**config.mk**
```make
export PLATFORM = sky130hd
export DESIGN_NAME = inner_fn_stream_ctrl
export DESIGN_NICKNAME = d
export VERILOG_FILES = /design/src/rtl/inner_fn_pkg.sv /design/src/rtl/inner_fn_vld_tracker.sv /design/src/rtl/inner_fn_stream_ctrl.sv
export SDC_FILE = /design/constraint.sdc
export NUM_CORES = 1
export LEC_CHECK = 0
export ABC_AREA = 1
export CAP_MARGIN = 10
export CORE_MARGIN = 2
export CORE_UTILIZATION = 49
export DETAILED_ROUTE_END_ITERATION = 10
export MAX_ROUTING_LAYER = met4
export PLACE_DENSITY_LB_ADDON = 0.3
export SETUP_SLACK_MARGIN = 0.15
export SLEW_MARGIN = 20
export SYNTH_ARGS = -nofsm -noshare
export SYNTH_HDL_FRONTEND = slang
export SYNTH_SLANG_ARGS = --single-unit
export TNS_END_PERCENT = 20
```
**constraint.sdc**
```tcl
create_clock -name clk -period 2.1 [get_ports clk]
set_input_delay 0.315 -clock clk [delete_from_list [all_inputs] [get_ports clk]]
set_output_delay 0.315 -clock clk [all_outputs]
set_load 0.02 [all_outputs]
```
**src/rtl/inner_fn_pkg.sv**
```systemverilog
// Shared types and constants for the inner-function stream controller and its bench.
// f(x) = 0.5*x + x^2*cos((x-128)/128); FP_F128 is f(128.0) = 16448.0.
package inner_fn_pkg;

    localparam int unsigned PIPE_LATENCY = 15;

    typedef enum logic [1:0] {
        IDLE  = 2'd0,
        RUN   = 2'd1,
        DRAIN = 2'd2,
        DONE  = 2'd3
    } state_t;

    localparam logic [31:0] FP_ZERO = 32'h0000_0000;
    localparam logic [31:0] FP_128  = 32'h4300_0000;
    localparam logic [31:0] FP_F128 = 32'h4680_8000;

endpackage

```
**src/rtl/inner_fn_vld_tracker.sv**
```systemverilog
// One valid bit per pipeline stage; shifts only on enabled edges so it stays
// aligned with the clock-enabled datapath.
module inner_fn_vld_tracker #(
    parameter int unsigned DEPTH = 15
) (
    input  logic clk,
    input  logic aclr,
    input  logic advance,
    input  logic insert,
    output logic tail
);

    logic [DEPTH-1:0] vld;

    always_ff @(posedge clk or posedge aclr) begin
        if (aclr) begin
            vld <= '0;
        end else if (advance) begin
            vld <= {vld[DEPTH-2:0], insert};
        end
    end

    assign tail = vld[DEPTH-1];

endmodule

```
**src/rtl/inner_fn_stream_ctrl.sv**
```systemverilog
// Job sequencer for the pipelined inner-function datapath: issues N operands,
// tracks live slots and stalls the whole pipeline when the consumer back-pressures.
module inner_fn_stream_ctrl #(
    parameter int unsigned PIPE_LATENCY = inner_fn_pkg::PIPE_LATENCY,
    parameter int unsigned CNT_W        = 16
) (
    input  logic             clk,
    input  logic             aclr,
    input  logic             start,
    input  logic [CNT_W-1:0] n_elems,
    output logic             busy,
    output logic             done,
    input  logic             in_valid,
    input  logic [31:0]      in_data,
    output logic             in_ready,
    output logic             out_valid,
    output logic [31:0]      out_data,
    output logic             out_last,
    input  logic             out_ready,
    output logic             pipe_en,
    output logic [31:0]      pipe_dataa,
    input  logic [31:0]      pipe_result
);

    import inner_fn_pkg::*;

    state_t           state;
    logic [CNT_W-1:0] n_len;
    logic [CNT_W-1:0] issued;
    logic [CNT_W-1:0] retired;
    logic             advance;
    logic             accept;
    logic             retire;
    logic             tail;

    // The pipeline only freezes when a finished result cannot leave.
    assign advance    = ~(tail & ~out_ready);
    assign pipe_en    = advance;
    assign in_ready   = (state == RUN) && advance && (issued < n_len);
    assign accept     = in_valid & in_ready;
    assign retire     = tail & out_ready;

    assign pipe_dataa = in_data;
    assign out_valid  = tail;
    assign out_data   = pipe_result;
    assign out_last   = tail && (retired == n_len - CNT_W'(1));

    assign busy       = (state == RUN) || (state == DRAIN);
    assign done       = (state == DONE);

    inner_fn_vld_tracker #(
        .DEPTH(PIPE_LATENCY)
    ) u_vld (
        .clk    (clk),
        .aclr   (aclr),
        .advance(advance),
        .insert (accept),
        .tail   (tail)
    );

    always_ff @(posedge clk or posedge aclr) begin
        if (aclr) begin
            state   <= IDLE;
            n_len   <= '0;
            issued  <= '0;
            retired <= '0;
        end else begin
            if (accept) issued  <= issued + CNT_W'(1);
            if (retire) retired <= retired + CNT_W'(1);
            case (state)
                IDLE: begin
                    if (start) begin
                        n_len   <= n_elems;
                        issued  <= '0;
                        retired <= '0;
                        state   <= (n_elems != '0) ? RUN : DONE;
                    end
                end
                RUN: begin
                    if (accept && (issued + CNT_W'(1) == n_len)) state <= DRAIN;
                end
                DRAIN: begin
                    if (retire && (retired + CNT_W'(1) == n_len)) state <= DONE;
                end
                DONE: begin
                    state <= IDLE;
                end
            endcase
        end
    end

endmodule
```
==> metrics.txt, run 1 <==
# TYPE chip_impl_metric gauge
chip_impl_metric{name="setup_viol",unit=""} 4
chip_impl_metric{name="fillers",unit=""} 900
chip_impl_metric{name="relSlewSlack",unit=""} 0.710
chip_impl_info{name="cp_top_family",value="simple AND/OR/NAND/NOR gates"} 1
chip_impl_info{name="rsz_0062_raised_after_global_routing",value="true"} 1
chip_impl_metric{name="chipWidth",unit="um"} 108
chip_impl_metric{name="std_cell_rows",unit=""} 37
chip_impl_metric{name="wl_per_cell",unit="um"} 14.7
chip_impl_metric{name="clock_latency",unit="ns"} 0.37
chip_impl_metric{name="place_congestion",unit=""} 0.914
chip_impl_metric{name="yosys_warnings",unit=""} 0
chip_impl_metric{name="globalRoute.totalOverflow",unit=""} 0
chip_impl_metric{name="rrSetupSlack",unit="ns"} -0.12
chip_impl_metric{name="route.final.wire_length",unit="um"} 14200
chip_impl_metric{name="setup_ws",unit="ns"} -0.488
chip_impl_metric{name="die_h",unit="um"} 108
chip_impl_metric{name="synth.net_count",unit=""} 866
chip_impl_metric{name="preCtsSetupSlack",unit="ns"} -0.651
chip_impl_metric{name="power_report.internal_total",unit="uW"} 4830
chip_impl_metric{name="period_needed",unit="ns"} 2.59
chip_impl_metric{name="finalPower",unit="uW"} 8790
chip_impl_metric{name="die_outline_area",unit="um2"} 11600
chip_impl_info{name="hold_path.class",value="in -> async"} 1
chip_impl_metric{name="starting_utilization_of_the_core_area",unit=""} 0.509
chip_impl_metric{name="finalMaxSlewViolations",unit=""} 0
chip_impl_metric{name="num_antenna_cells",unit=""} 0
chip_impl_metric{name="numClockSinks",unit=""} 65
chip_impl_metric{name="largest_stage_delay_worst_path",unit="ns"} 0.40
chip_impl_metric{name="dr.pass1.iters",unit=""} 7
chip_impl_metric{name="grt_pass1_wl",unit="um"} 23100
chip_impl_metric{name="number_of_global_route_vias_before_repair",unit=""} 4968
chip_impl_metric{name="seqCellArea",unit="um2"} 1630
chip_impl_metric{name="mappedNetlistArea",unit="um2"} 5280
chip_impl_metric{name="route.vias.total",unit=""} 5065
chip_impl_info{name="endpoint_kind",value="primary output"} 1
chip_impl_metric{name="worst_r2r_path_depth",unit=""} 17
chip_impl_metric{name="crit_required",unit="ns"} 1.78
chip_impl_metric{name="netlist_instances",unit=""} 757
chip_impl_metric{name="layout-area-overhead-vs-synth",unit="%"} 24.1
chip_impl_metric{name="timing_hold_violations_final",unit=""} 0
chip_impl_info{name="cts_root_buf",value="clkbuf_8"} 1
chip_impl_metric{name="final_core_util",unit=""} 0.632
chip_impl_info{name="worst-setup-path-type",value="reg -> out"} 1
chip_impl_metric{name="drtAntennaViolNets",unit=""} 0
chip_impl_metric{name="number_of_antenna_violations_at_the_first_check_in_global_routing",unit=""} 0
chip_impl_metric{name="num-nets-final",unit=""} 933
chip_impl_metric{name="fmaxAchievable",unit="MHz"} 386
chip_impl_metric{name="clkPwrFrac",unit=""} 0.111
chip_impl_metric{name="crit_arrival",unit="ns"} 2.27
chip_impl_metric{name="synthesis.area_per_instance",unit="um2"} 6.97
chip_impl_info{name="cp-start-kind",value="register"} 1
chip_impl_metric{name="port_buffers",unit=""} 26
chip_impl_metric{name="clkTransAtPathRegs",unit="ns"} 0.08
chip_impl_metric{name="least_margin_pin_slew",unit="ns"} 0.435
chip_impl_metric{name="max_root_sink_buffers",unit=""} 2
chip_impl_metric{name="max_cap_viol_count",unit=""} 0
chip_impl_metric{name="drt-initial-drc-count",unit=""} 261
chip_impl_metric{name="seq_power_share",unit=""} 0.232
chip_impl_metric{name="p_leak",unit="uW"} 0.00319
chip_impl_metric{name="buf_inv_on_cp",unit=""} 2
chip_impl_metric{name="p_sw",unit="uW"} 3950
chip_impl_metric{name="power.share.combinational",unit=""} 0.657
chip_impl_metric{name="htree_num_levels",unit=""} 3
chip_impl_metric{name="ys_seq_elements",unit=""} 65
chip_impl_metric{name="power.density_cell_area",unit="nW/um2"} 1340
chip_impl_metric{name="fin_skew",unit="ns"} 0.0130
chip_impl_metric{name="netSwitchingFraction",unit=""} 0.450
chip_impl_metric{name="vias_per_cell",unit=""} 5.25
chip_impl_metric{name="netlist-cell-type-count",unit=""} 35
chip_impl_metric{name="io_pins",unit=""} 155
chip_impl_info{name="worst_path_max_delay_cell",value="dfrtp_1"} 1
chip_impl_metric{name="grt_usage",unit=""} 0.264
chip_impl_metric{name="half_perimeter_wire_length_after_placement",unit="um"} 10600
chip_impl_metric{name="drc_errors",unit=""} 0
chip_impl_metric{name="seq_area_frac_synth",unit=""} 0.308
chip_impl_info{name="r2r_start",value="retired[1]"} 1
chip_impl_info{name="critical_path.reg2reg.endpoint",value="state[1]"} 1
chip_impl_metric{name="finalCritPeriodShare",unit=""} 1.23
chip_impl_metric{name="core_region_area",unit="um2"} 10400
chip_impl_metric{name="largest_net_degree_at_the_start_of_global_routing",unit=""} 56
chip_impl_info{name="clock_tree_from_tritoncts",value="done"} 1
chip_impl_metric{name="path_max_fanout",unit=""} 3
chip_impl_metric{name="cts_buffers",unit=""} 9
chip_impl_metric{name="vdd.ir_drop.worst",unit="uV"} 614
chip_impl_info{name="failing_checks",value="setup timing"} 1
chip_impl_info{name="cell_by_cell_trace_of_the_critical_path",value="inv_2, ha_4, a211oi_2, o211ai_1, nor4_2, nand4_1, nor2_4, buf_6"} 1
chip_impl_metric{name="final_layout_size_suffix_gt1_frac",unit=""} 0.272
chip_impl_metric{name="multi_input_comb_area",unit="um2"} 3080
chip_impl_info{name="status",value="finished, violations left"} 1
## state kept, by name, indices dropped and copies added (netlist names)
signal / cells
issued: 16
n_len: 16
retired: 16
u_vld.vld: 15
state: 2
## final cells by class
cell class	count	area share
clock inverter	6	0.00668
multi-input combinational	520	0.470
sequential	65	0.248
timing repair buffer	138	0.177
clock buffer	9	0.0189
inverter	90	0.0523
tap	136	0.0260
## worst max-delay path by stage
stage | cells past startpoint | slack [ns] | end | start
CTS | 9 | -0.49 | out_last | n_len[0]
finish | 8 | -0.49 | out_last | n_len[0]
detailed placement | 10 | -0.65 | out_last | n_len[0]
global route | 10 | -0.65 | out_last | n_len[0]
floorplan | 10 | 0.12 | out_last | n_len[5]
global placement | 9 | -0.54 | out_last | n_len[1]
## logic make-up after synthesis
| family | share of synthesized area |
|---|---|
| fa+ha+maj | 0.0569 |
| flops | 0.308 |
| buf+inv | 0.171 |
| simple gates | 0.303 |
| compound gates | 0.109 |
| xor+xnor | 0.0519 |
## worst register-to-register path, delay by kind of cell, from the launching register on
kind	cells	cell delay [ns]
simple gates	14	1.23
buf+inv	2	0.21
fa+ha+maj	1	0.26
flops	1	0.42
## layer usage
metal	global-route usage	wire (um)	vias to the layer above	share of wire
met2	0.425	6800	178	0.48
met4	0.128	495	0	0.035
met5	-	0	-	0
met1	0.312	6000	2335	0.42
li1	-	-	2495	-
met3	0.0599	870	57	0.061
## synth_stat cells
master      n  share of area
nor2_4      5          0.011
nand2_2     6         0.0071
nor3_1      6         0.0057
o41ai_1     1         0.0017
xnor3_1     4          0.017
clkbuf_1    8         0.0057
nor3_2      1         0.0019
o22ai_1     1         0.0012
inv_1      89          0.063
nor2_2     14          0.017
xnor2_1     6          0.010
buf_4      66          0.094
a31oi_1     2         0.0024
clkinv_1    1        0.00071
o21ai_0    55          0.052
a21boi_0    1         0.0014
o21bai_1    2         0.0028
ha_1       24          0.057
nand3b_1    2         0.0028
dfrtp_1    65           0.31
nand4_1    12          0.014
nor2_1     49          0.035
a211oi_1    4         0.0057
o21a_1      3         0.0043
o211ai_1    5         0.0071
buf_1       2         0.0014
buf_2       6         0.0057
nor3b_1     4         0.0057
a21oi_1    32          0.030
nor4_1      2         0.0024
nand3_1    50          0.047
xor2_1     15          0.025
nand3_2     1         0.0019
and3_1      1         0.0012
nand2_1   212           0.15
## power by group through the flow
| stage | sequential [uW] | combinational (uW) | clock (uW) |
|---|---|---|---|
| after global routing | 2080 | 6390 | 1060 |
| after floorplan | 2080 | 2970 | 0 |
| after global placement | 2010 | 4700 | 0 |
| final | 2040 | 5770 | 971 |
| after detailed placement | 2030 | 4840 | 0 |
| after CTS | 2030 | 5280 | 996 |
## placed cells by master, fill, tap and decap left out, types with 10 or more instances in the layout
cell,netlist,layout
buf_4,66,101
nand3_1,50,45
o21ai_2,0,11
nand4_1,12,12
nand2_1,212,207
nor2_1,49,41
o21ai_0,55,34
nand2_2,6,11
o21ai_1,0,10
nor2_4,5,10
dfrtp_1,65,65
buf_6,0,10
inv_2,0,12
ha_1,24,16
a21oi_1,32,22
nor2_2,14,17
inv_1,89,75
clkdlybuf4s50_1,0,21
xor2_1,15,14
## stage by stage
step           cells  setup TNS, ns  instance area [um2]  hold slack (ns)
3_5_place_dp     941          -2.64                 5970            0.436
6_report         964         -0.884                 6550            0.182
4_1_cts          959         -0.849                 6350            0.172
2_1_floorplan    757              0                 5310            0.420
5_1_grt          964          -2.13                 6550            0.185
3_3_place_gp     941          -1.21                 5970            0.434
## repair_timing
action	CTS	global route
gates resized for setup	80	42
gates cloned	0	0
endpoints found under the hold margin	0	0
hold buffers	0	0
pin swaps	15	21
setup endpoints to repair	23	23
buffers inserted	3	5
Power figures use the tool's default switching activity.
==> run 2: changes to the inputs <==
--- a/config.mk
+++ b/config.mk
@@ -6,7 +6,7 @@
 export NUM_CORES = 1
 export LEC_CHECK = 0
 export ABC_AREA = 1
-export CAP_MARGIN = 10
+export CAP_MARGIN = 30
 export CORE_MARGIN = 2
 export CORE_UTILIZATION = 49
 export DETAILED_ROUTE_END_ITERATION = 10
==> results of run 2 <==
Same layout as run 1: the final DEF is identical, and so are final timing and power.
